[src/rtl/bcd_serial_subtractor_if.sv]
// Handshake and data bundle between a requester and the serial BCD subtractor.
// Latency: none, wires only.
// Backpressure: none; start is honoured only while the slave reports busy=0.
//
// Signals: start/A/B are driven by the master; busy/done/Diff/Neg/Invalid by the slave.
// A, B and Diff are packed BCD with digit 0 in bits [3:0].
interface bcd_serial_subtractor_if #(
    parameter int DIGITS = 4
);
    logic                  start;
    logic [4*DIGITS-1:0]   A;
    logic [4*DIGITS-1:0]   B;
    logic                  busy;
    logic                  done;
    logic [4*DIGITS-1:0]   Diff;
    logic                  Neg;
    logic                  Invalid;

    modport master (
        output start, A, B,
        input  busy, done, Diff, Neg, Invalid
    );

    modport slave (
        input  start, A, B,
        output busy, done, Diff, Neg, Invalid
    );
endinterface

[src/rtl/bcd_serial_subtractor.sv]
// Serial packed-BCD subtractor: |A-B| one digit per clock, LSD first, with sign and invalid flags.
// Latency: done after 1 cycle (invalid digit), DIGITS+1 cycles (A>=B) or 2*DIGITS+1 cycles (A<B).
// Backpressure: start is ignored while busy; results are held until the next operation completes.
//
// Ports: clk, rst (synchronous, active high), bus (slave modport: start/A/B in,
//        busy/done/Diff/Neg/Invalid out, all outputs registered).
module bcd_serial_subtractor #(
    parameter int DIGITS = 4
) (
    input  logic                    clk,
    input  logic                    rst,
    bcd_serial_subtractor_if.slave  bus
);
    localparam int W  = 4 * DIGITS;
    localparam int IW = (DIGITS > 1) ? $clog2(DIGITS) : 1;

    typedef enum logic [1:0] {
        IDLE   = 2'd0,
        SUB    = 2'd1,
        NEGATE = 2'd2,
        DONE   = 2'd3
    } state_t;

    state_t         state;
    logic [W-1:0]   a_r;
    logic [W-1:0]   b_r;
    logic [W-1:0]   r_r;
    logic [IW-1:0]  idx;
    logic           borrow;

    logic [W-1:0]   diff_q;
    logic           neg_q;
    logic           inv_q;
    logic           busy_q;
    logic           done_q;

    assign bus.Diff    = diff_q;
    assign bus.Neg     = neg_q;
    assign bus.Invalid = inv_q;
    assign bus.busy    = busy_q;
    assign bus.done    = done_q;

    // One digit step shared by both passes. In NEGATE the minuend is 0 and the
    // subtrahend is the partial result, which turns a ten's-complement raw
    // difference back into a magnitude.
    logic [3:0]     op_x;
    logic [3:0]     op_y;
    logic [4:0]     t;
    logic [3:0]     r_dig;
    logic [W-1:0]   r_next;
    logic           last;
    logic           in_bad;

    always_comb begin
        op_x = '0;
        op_y = '0;
        for (int i = 0; i < DIGITS; i++) begin
            if (idx == IW'(i)) begin
                op_x = (state == NEGATE) ? 4'd0 : a_r[4*i +: 4];
                op_y = (state == NEGATE) ? r_r[4*i +: 4] : b_r[4*i +: 4];
            end
        end
        // Range is -10..9, so bit 4 is the sign in 5-bit two's complement.
        t     = {1'b0, op_x} - {1'b0, op_y} - {4'b0000, borrow};
        // Adding 10 modulo 16 to the low nibble yields the corrected digit.
        r_dig = t[4] ? (t[3:0] + 4'd10) : t[3:0];
        r_next = r_r;
        for (int i = 0; i < DIGITS; i++) begin
            if (idx == IW'(i)) begin
                r_next[4*i +: 4] = r_dig;
            end
        end
    end

    assign last = (idx == IW'(DIGITS - 1));

    always_comb begin
        in_bad = 1'b0;
        for (int i = 0; i < DIGITS; i++) begin
            if ((bus.A[4*i +: 4] > 4'd9) || (bus.B[4*i +: 4] > 4'd9)) begin
                in_bad = 1'b1;
            end
        end
    end

    always_ff @(posedge clk) begin
        if (rst) begin
            state  <= IDLE;
            a_r    <= '0;
            b_r    <= '0;
            r_r    <= '0;
            idx    <= '0;
            borrow <= 1'b0;
            diff_q <= '0;
            neg_q  <= 1'b0;
            inv_q  <= 1'b0;
            busy_q <= 1'b0;
            done_q <= 1'b0;
        end else begin
            done_q <= 1'b0;
            case (state)
                IDLE: begin
                    if (bus.start) begin
                        a_r    <= bus.A;
                        b_r    <= bus.B;
                        r_r    <= '0;
                        idx    <= '0;
                        borrow <= 1'b0;
                        busy_q <= 1'b1;
                        if (in_bad) begin
                            state  <= DONE;
                            done_q <= 1'b1;
                            diff_q <= '0;
                            neg_q  <= 1'b0;
                            inv_q  <= 1'b1;
                        end else begin
                            state <= SUB;
                        end
                    end
                end
                SUB: begin
                    r_r    <= r_next;
                    borrow <= t[4];
                    idx    <= idx + 1'b1;
                    if (last) begin
                        idx <= '0;
                        if (t[4]) begin
                            // Borrow out of the top digit: A < B, so run the
                            // correction pass instead of exposing the borrow.
                            state  <= NEGATE;
                            borrow <= 1'b0;
                        end else begin
                            state  <= DONE;
                            done_q <= 1'b1;
                            diff_q <= r_next;
                            neg_q  <= 1'b0;
                            inv_q  <= 1'b0;
                        end
                    end
                end
                NEGATE: begin
                    r_r    <= r_next;
                    borrow <= t[4];
                    idx    <= idx + 1'b1;
                    if (last) begin
                        idx    <= '0;
                        state  <= DONE;
                        done_q <= 1'b1;
                        diff_q <= r_next;
                        neg_q  <= 1'b1;
                        inv_q  <= 1'b0;
                    end
                end
                DONE: begin
                    state  <= IDLE;
                    busy_q <= 1'b0;
                end
                default: begin
                    state  <= IDLE;
                    busy_q <= 1'b0;
                end
            endcase
        end
    end
endmodule
[src/flat_wrapper.sv]
// flat-port wrapper written by rule: the top's interface ports become plain ports
module bcd_serial_subtractor_flat 
#(
    parameter int DIGITS = 4
)
  (clk, rst, bus_start, bus_A, bus_B, bus_busy, bus_done, bus_Diff, bus_Neg, bus_Invalid);
  bcd_serial_subtractor_if #(.DIGITS(DIGITS)) bus_i ();
  input  logic clk;
  input  logic rst;
  input wire logic [$bits(bus_i.start)-1:0] bus_start;
  input wire logic [$bits(bus_i.A)-1:0] bus_A;
  input wire logic [$bits(bus_i.B)-1:0] bus_B;
  output wire logic [$bits(bus_i.busy)-1:0] bus_busy;
  output wire logic [$bits(bus_i.done)-1:0] bus_done;
  output wire logic [$bits(bus_i.Diff)-1:0] bus_Diff;
  output wire logic [$bits(bus_i.Neg)-1:0] bus_Neg;
  output wire logic [$bits(bus_i.Invalid)-1:0] bus_Invalid;
  assign bus_i.start = bus_start;
  assign bus_i.A = bus_A;
  assign bus_i.B = bus_B;
  assign bus_busy = bus_i.busy;
  assign bus_done = bus_i.done;
  assign bus_Diff = bus_i.Diff;
  assign bus_Neg = bus_i.Neg;
  assign bus_Invalid = bus_i.Invalid;
  bcd_serial_subtractor #(.DIGITS(DIGITS)) u_core (.clk(clk), .rst(rst), .bus(bus_i));
endmodule
[config.mk]
export PLATFORM = sky130hd
export DESIGN_NAME = bcd_serial_subtractor_flat
export DESIGN_NICKNAME = d
export VERILOG_FILES = /design/src/rtl/bcd_serial_subtractor_if.sv /design/src/rtl/bcd_serial_subtractor.sv /design/src/flat_wrapper.sv
export SDC_FILE = /design/constraint.sdc
export NUM_CORES = 1
export LEC_CHECK = 0
export BUFFER_PORTS_ARGS = -buffer_cell sky130_fd_sc_hd__buf_4
export CELL_PAD_IN_SITES_DETAIL_PLACEMENT = 1
export CELL_PAD_IN_SITES_GLOBAL_PLACEMENT = 1
export CORE_MARGIN = 1
export CORE_UTILIZATION = 47
export CTS_BUF_LIST = sky130_fd_sc_hd__clkbuf_4 sky130_fd_sc_hd__clkbuf_8
export CTS_CLUSTER_DIAMETER = 60
export DETAILED_ROUTE_END_ITERATION = 12
export PLACE_DENSITY = 0.95
export SYNTH_ARGS = -nofsm -noshare
export SYNTH_HDL_FRONTEND = slang
export SYNTH_SLANG_ARGS = --single-unit
[constraint.sdc]
create_clock -name clk -period 13.6 [get_ports clk]
set_input_delay 2.72 -clock clk [delete_from_list [all_inputs] [get_ports clk]]
set_output_delay 2.72 -clock clk [all_outputs]
set_load 0.02 [all_outputs]
# After elaboration in Yosys (flattened, before gate mapping)
# Cells that the tools add are included.
# word_totals
wordCells,113
input_bits,35
output_inout_bits,20
regBits,73
# op_classes
order_cmp,8
n_addsub,4
eq_ne,11
muxes,63
n_reduce_logical,16
# op_table
cell,n
two-way mux 16 bit,6
two-way mux 4 bit,21
one-hot mux 16 bit (3 select lines),1
"greater-than comparator 4 bit, second input constant",8
one-hot mux 16 bit (2 select lines),1
two-way mux 1 bit,21
two-way mux 2 bit,6
one-hot mux 1 bit (3 select lines),4
"== test 2 bit, second input constant",4
one-hot mux 2 bit (4 select lines),1
AND reduction 2 bit,4
"inequality test 2 x 1 -> 1 bit, second input constant",3
AND reduction 6 bit,1
subtractor 4 x 4 -> 5 bit,1
subtractor 5 x 1 -> 5 bit,1
"adder 4 bit, second input constant",1
"== test 2 x 1 -> 1 bit, second input constant",2
logical NOT 2 bit,2
logical OR 1 bit,4
"inequality test 2 bit, second input constant",2
one-hot mux 2 bit (2 select lines),1
nonzero test 2 bit,2
AND reduction 3 bit,1
nonzero test 3 bit,1
other kinds (3),3

# Depth between registers and ports, before layout
# logic_depth
depth_word,14
ltp_mapped,19

# Least setup slack after synthesis
# OpenSTA, ideal clock, no wires.
# synth_timing
kind,register -> register
startpoint,reg u_core.state[0]
endpoint,reg u_core.diff_q[11] (netlist: u_core.bus.Diff[11])
arrival_ps,4276
path_buffers,2
path_slack_ps,9210
setup_time_ps,114
stages_incl_launch_ff,20
period_less_slack_ps,4390
t_required_ps,13486
path_cell_list,dfxtp_1 > inv_1 > ha_1 > clkbuf_1 > buf_1 > mux2_2 > nand2_1 > o21ai_0 > o211ai_1 > o21ai_0 > fa_1 > fa_1 > xnor2_1 > ha_1 > nor3_1 > a31oi_1 > o211ai_1 > xor2_1 > a21oi_1 > a21o_1
# synth_via
elab_chain_len,14
elab_cells_between_ends,35
classes_between,add/sub: 3; eq/ne: 7; mux: 22; reduce/logical: 3
# synth_rtl
element,line_no,text
"start, declared",bcd_serial_subtractor.sv:24,state_t state;
"start signal, assigned",bcd_serial_subtractor.sv:88,state <= IDLE;
"start signal, assigned",bcd_serial_subtractor.sv:111,state <= DONE;
"start signal, assigned",bcd_serial_subtractor.sv:117,state <= SUB;
== test 2 bit,"bcd_serial_subtractor.sv:59, bcd_serial_subtractor.sv:60, bcd_serial_subtractor.sv:101",
two-way mux 4 bit (on tied branches),"bcd_serial_subtractor.sv:59, bcd_serial_subtractor.sv:60",
two-way mux 4 bit (4 in series),bcd_serial_subtractor.sv:58,if (idx == IW'(i)) begin
subtractor 4 x 4 -> 5 bit,bcd_serial_subtractor.sv:64,"t = {1'b0, op_x} - {1'b0, op_y} - {4'b0000, borrow};"
subtractor 5 x 1 -> 5 bit,bcd_serial_subtractor.sv:64,
adder 4 bit,bcd_serial_subtractor.sv:66,r_dig = t[4] ? (t[3:0] + 4'd10) : t[3:0];
two-way mux 4 bit,bcd_serial_subtractor.sv:66,
two-way mux 4 bit,bcd_serial_subtractor.sv:69,if (idx == IW'(i)) begin
two-way mux 16 bit,bcd_serial_subtractor.sv:127,if (t[4]) begin
two-way mux 16 bit,bcd_serial_subtractor.sv:125,if (last) begin
one-hot mux 16 bit (3 select lines),bcd_serial_subtractor.sv:101,case (state)
"end signal, assigned",bcd_serial_subtractor.sv:135,diff_q <= r_next;
"end signal, assigned",bcd_serial_subtractor.sv:149,diff_q <= r_next;
"end, declared",bcd_serial_subtractor.sv:31,logic [W-1:0] diff_q;
# Parallel ways exist; a longest one is shown, timed or not. The select of a mux whose other input is x is not followed.
# A chain may end at the register's enable or synchronous reset.

# Worst setup path after layout
# layout_timing
startpoint,reg u_core.idx[0]
endpoint,reg u_core.diff_q[7] (netlist: u_core.bus.Diff[7])
# layout_via
elab_chain_len,13
elab_cells_between_ends,25
classes_between,add/sub: 3; eq/ne: 6; mux: 14; reduce/logical: 2
# layout_rtl
element,line_no,text
"start, declared",bcd_serial_subtractor.sv:28,logic [IW-1:0] idx;
"start signal, assigned",bcd_serial_subtractor.sv:124,idx <= idx + 1'b1;
"start signal, assigned",bcd_serial_subtractor.sv:144,idx <= idx + 1'b1;
logical NOT 2 bit,bcd_serial_subtractor.sv:58,
two-way mux 4 bit (4 in series),bcd_serial_subtractor.sv:58,
subtractor 4 x 4 -> 5 bit,bcd_serial_subtractor.sv:64,
subtractor 5 x 1 -> 5 bit,bcd_serial_subtractor.sv:64,
adder 4 bit,bcd_serial_subtractor.sv:66,
two-way mux 4 bit,bcd_serial_subtractor.sv:66,
two-way mux 4 bit,bcd_serial_subtractor.sv:69,
two-way mux 16 bit,bcd_serial_subtractor.sv:127,
two-way mux 16 bit,bcd_serial_subtractor.sv:125,
one-hot mux 16 bit (3 select lines),bcd_serial_subtractor.sv:101,
# Parallel ways exist; a longest one is shown, timed or not. The select of a mux whose other input is x is not followed.

==> out/qor_table.md <==
| Step | Metric | This run |
|:---|:---|:---|
| drt | Number of remaining DRC errors | 0 |
| global routing | Global Route met3 Usage | 0.0484 |
| cts | Later-pin clock latency in the skew report | 0.36 ns |
| sta | Time the final worst path needs with I/O delays and setup | 4.89 ns |
| status | Outcome | completed |
| yosys | Syn_nets | 544 |
| yosys | Area of the mapped netlist | 0.00387 mm^2 |
| cts | Total of hold buffers inserted after clock tree synthesis | 0 |
| worst setup path | R2r setup slk | 8.71 ns |
| yosys | Synthesis warning total | 0 |
| cts | Cell chosen for the clock root | sky130_fd_sc_hd__clkbuf_8 |
| layout | Post-layout nets | 578 |
| pwr | PwrDens | 246 mW/mm^2 |
| cts | Maximum buffer depth of the clock tree | 2 |
| global routing | Antenna violations before repair | 0 |
| global routing | Vias in the first global route | 3986 |
| cts | Clock sink count | 73 |
| worst setup path | Peak fanout along the critical path | 21 |
| floorplanning | Placeable core area | 0.00785 mm^2 |
| layout | Final core area utilization | 0.577 |
| layout | Area taken by flip-flops and latches | 0.00146 mm^2 |
| yosys | Number of enable flip-flop cells after synthesis | 0 |
| drt | DRT iter0 DRCs | 154 |
| layout | Layout cell share with drive strength beyond 1 | 0.162 |
| placed design | Weighted congestion reported at the end of routability-driven placement | 0.855 |
| floorplanning | Initial core utilization | 0.493 |
| cts | Total CTS buffers | 9 |
| worst setup path | Cell chain of the critical path | ha_1 -> clkinv_1 -> o211ai_1 -> o21ai_0 -> fa_1 -> fa_1 -> xnor2_1 -> ha_1 -> nor3_1 -> a31oi_1 -> o211ai_1 -> xor2_1 -> a21oi_1 -> a21o_1 |
| pwr | IR Drop Worst-Case VDD | 109 uV |
| sta | Final-report max-slew violation count | 0 |
| worst setup path | Crit path DAT | 5.15 ns |
| hold path | HP Class | flip-flop to flip-flop |
| job | Max-cap violations | 0 |
| layout | Number of fill cells | 1000 |
| global routing | Largest net degree at the start of global routing | 75 |
| floorplanning | Placement row count | 32 |
| pwr | Static leakage power | 0.00186 uW |
| floorplanning | Die Y | 92.7 um |
| yosys | Synth unique cells | 48 |
| global routing | Global routing usage summed across all routing layers | 0.292 |
| worst setup path | Critical-path top delay cell | sky130_fd_sc_hd__ha_1 |
| cts | CTS HTree Levels | 3 |
| floorplanning | Top-Level Pins | 55 |
| worst setup path | Worst Setup Start Kind | flip-flop |
| layout | Most used cells in the layout excluding fill and tap cells | sky130_fd_sc_hd__nand2_1, sky130_fd_sc_hd__dfxtp_1, sky130_fd_sc_hd__a21oi_1 |
| layout | Most frequent standard cell in the layout excluding fill and tap cells | sky130_fd_sc_hd__nand2_1 |
| worst setup path | Crit Path Category | flip-flop to flip-flop |
| cts | Setup bufs post-CTS | 0 |
| global routing | Global Route met2 Usage | 0.513 |
| cts | Quantity of gates resized following cts | 0 |
| sta | Final hold viol count | 0 |
| sta | Setup violators final | 0 |
| layout | Multi-input logic area | 0.00221 mm^2 |
| yosys | Cells after Synth | 493 |
| sta | Total negative slack for setup checks | 0 ns |
| yosys | Total of flip-flops plus latches after synthesis | 73 |
| sta | Worst Max-Slew Pin Slew | 1.13 ns |
| worst setup path | Category of the worst setup path capture point | flip-flop |
| placed design | Number of buffers added on ports | 54 |
| drt | Residual antenna-violating net count after detailed routing | 0 |
| layout | ANT cells | 0 |
| floorplanning | Width of the die | 92.7 um |
| drt | Final routed wirelength across all metal layers | 11.9 mm |
| global routing | GRT met1 Usage | 0.356 |
| worst setup path | Required time of the worst setup path | 13.86 ns |
| global routing | Wire length of the first global-routing pass | 19.6 mm |
| cts | Register clock-pin slew on the reported worst setup and hold paths | 0.08 ns |
| sta | Max Clk Rate | 204 MHz |
| yosys | Post-synthesis area per instance | 7.85 um^2 |
| drt | DR pass1 iterations | 5 |
| sta | Share of the cycle needed by the critical path after routing | 0.360 |
| layout | Area growth from synthesis to layout | 17.0% |
| yosys | Share of synthesized registers carrying an async set or reset | 0 |
| floorplanning | Total Die Area | 0.00860 mm^2 |
| drt | Vias | 3677 |
| placed design | Sum of net half-perimeters after detailed placement | 8.01 mm |
| global routing | Most crowded layer after global routing | met2 |
| sta | Setup repair after global routing missed its margin | no |
| yosys | Sequential-to-total area share from yosys stat | 0.378 |
| drt | Via count normalized by instance count | 5.80 |
| worst setup path | Largest stage delay on the critical path | 0.73 ns |
| sta | Final Skew | 0.00998 ns |
| drt | Per-cell routed wire length | 18.8 um |
| yosys | Dominant synthesized flop cell | sky130_fd_sc_hd__dfxtp_1 |
| global routing | Total global routing overflow | 0 |
| sta | Worst rel slew slack | 0.248 |
| cts | TritonCTS clock tree | done |
## Yosys cell counts (2+ instances only)
master	count	area (um^2)
sky130_fd_sc_hd__nand2_1	117	439
sky130_fd_sc_hd__dfxtp_1	73	1460
sky130_fd_sc_hd__a21oi_1	69	345
sky130_fd_sc_hd__o21ai_0	33	165
sky130_fd_sc_hd__clkbuf_1	29	109
sky130_fd_sc_hd__nor2_1	29	109
sky130_fd_sc_hd__mux2i_1	24	240
sky130_fd_sc_hd__ha_1	14	175
sky130_fd_sc_hd__inv_1	13	48.8
sky130_fd_sc_hd__nand2b_1	8	50.1
sky130_fd_sc_hd__o211ai_1	8	60.1
sky130_fd_sc_hd__a21o_1	7	52.6
sky130_fd_sc_hd__nor3b_1	6	45.0
sky130_fd_sc_hd__mux2_2	5	56.3
sky130_fd_sc_hd__nor3_1	5	25.0
sky130_fd_sc_hd__nand3b_1	4	30.0
sky130_fd_sc_hd__nor4_1	4	25.0
sky130_fd_sc_hd__o211a_1	4	40.0
sky130_fd_sc_hd__o21a_1	3	22.5
sky130_fd_sc_hd__xnor2_1	3	26.3
sky130_fd_sc_hd__a31oi_1	2	12.5
sky130_fd_sc_hd__buf_1	2	7.51
sky130_fd_sc_hd__buf_6	2	22.5
sky130_fd_sc_hd__fa_1	2	40.0
sky130_fd_sc_hd__nand4_1	2	12.5
sky130_fd_sc_hd__nor2b_1	2	12.5
sky130_fd_sc_hd__or3_2	2	15.0
## registers in the layout (all words and copies together), names as in the netlist
register            flops
u_core.a_r             16
u_core.b_r             16
u_core.bus.Diff        16
u_core.r_r             16
u_core.idx              2
u_core.state            2
u_core.borrow           1
u_core.bus.Invalid      1
u_core.bus.Neg          1
u_core.bus.busy         1
u_core.bus.done         1
## metal layers
layer	vias to the layer above	routed length (um)
li1	1745	-
met1	1811	5000
met2	92	6080
met3	29	549
met4	0	263
met5	-	0
## per-stage QoR
| step | setup WS, ns | total power, uW | std cells | hold WS [ns] | area, um^2 |
|---|---|---|---|---|---|
| floorplan | 9.21 | 741 | 493 | 0.434 | 3870 |
| global placement | 9.08 | 850 | 618 | 0.446 | 4280 |
| detailed placement | 8.86 | 879 | 618 | 0.451 | 4280 |
| CTS | 8.76 | 1110 | 634 | 0.466 | 4530 |
| global route | 8.40 | 1180 | 634 | 0.486 | 4530 |
| finish | 8.71 | 1110 | 634 | 0.465 | 4530 |
## report_power, final
part	switching (uW)	internal, uW	total (uW)
clock	84.3	124	208
combinational	392	233	625
sequential	28.8	251	280
total	505	608	1110
## cell type report
| type | instances | area share |
|---|---|---|
| multi-input cells | 372 | 0.488 |
| repair buffers | 57 | 0.0946 |
| inverters | 14 | 0.0116 |
| flip-flops and latches | 73 | 0.323 |
| clock buffers | 13 | 0.0395 |
| well taps | 102 | 0.0282 |
| clock inverters | 3 | 0.0152 |
## logic make-up after synthesis
kind of cell | Yosys count | share of synthesized area
adder cells (fa/ha/maj) | 16 | 0.0556
XOR/XNOR | 6 | 0.0191
flip-flops | 73 | 0.378
AO/OA/AOI/OAI | 133 | 0.204
AND/OR/NAND/NOR | 188 | 0.216
buffers and inverters | 48 | 0.0514
multiplexers | 29 | 0.0766
## final timing paths
path,startpoint,to,cells after the start
setup reg to reg,u_core.idx[0],u_core.bus.Diff[7],14
hold / removal,u_core.a_r[7],u_core.a_r[7],2
setup / recovery,u_core.idx[0],u_core.bus.Diff[7],14
hold reg to reg,u_core.a_r[7],u_core.a_r[7],2
## critical path, delay by kind of cell, from the launching register on
family / cells / cell delay [ns]
compound gates: 6 / 1.15
simple gates: 1 / 0.18
xor+xnor: 2 / 0.50
buf+inv: 1 / 0.52
flops: 1 / 0.41
fa+ha+maj: 4 / 2.03
Note: power is estimated with default switching activity, not from simulation.
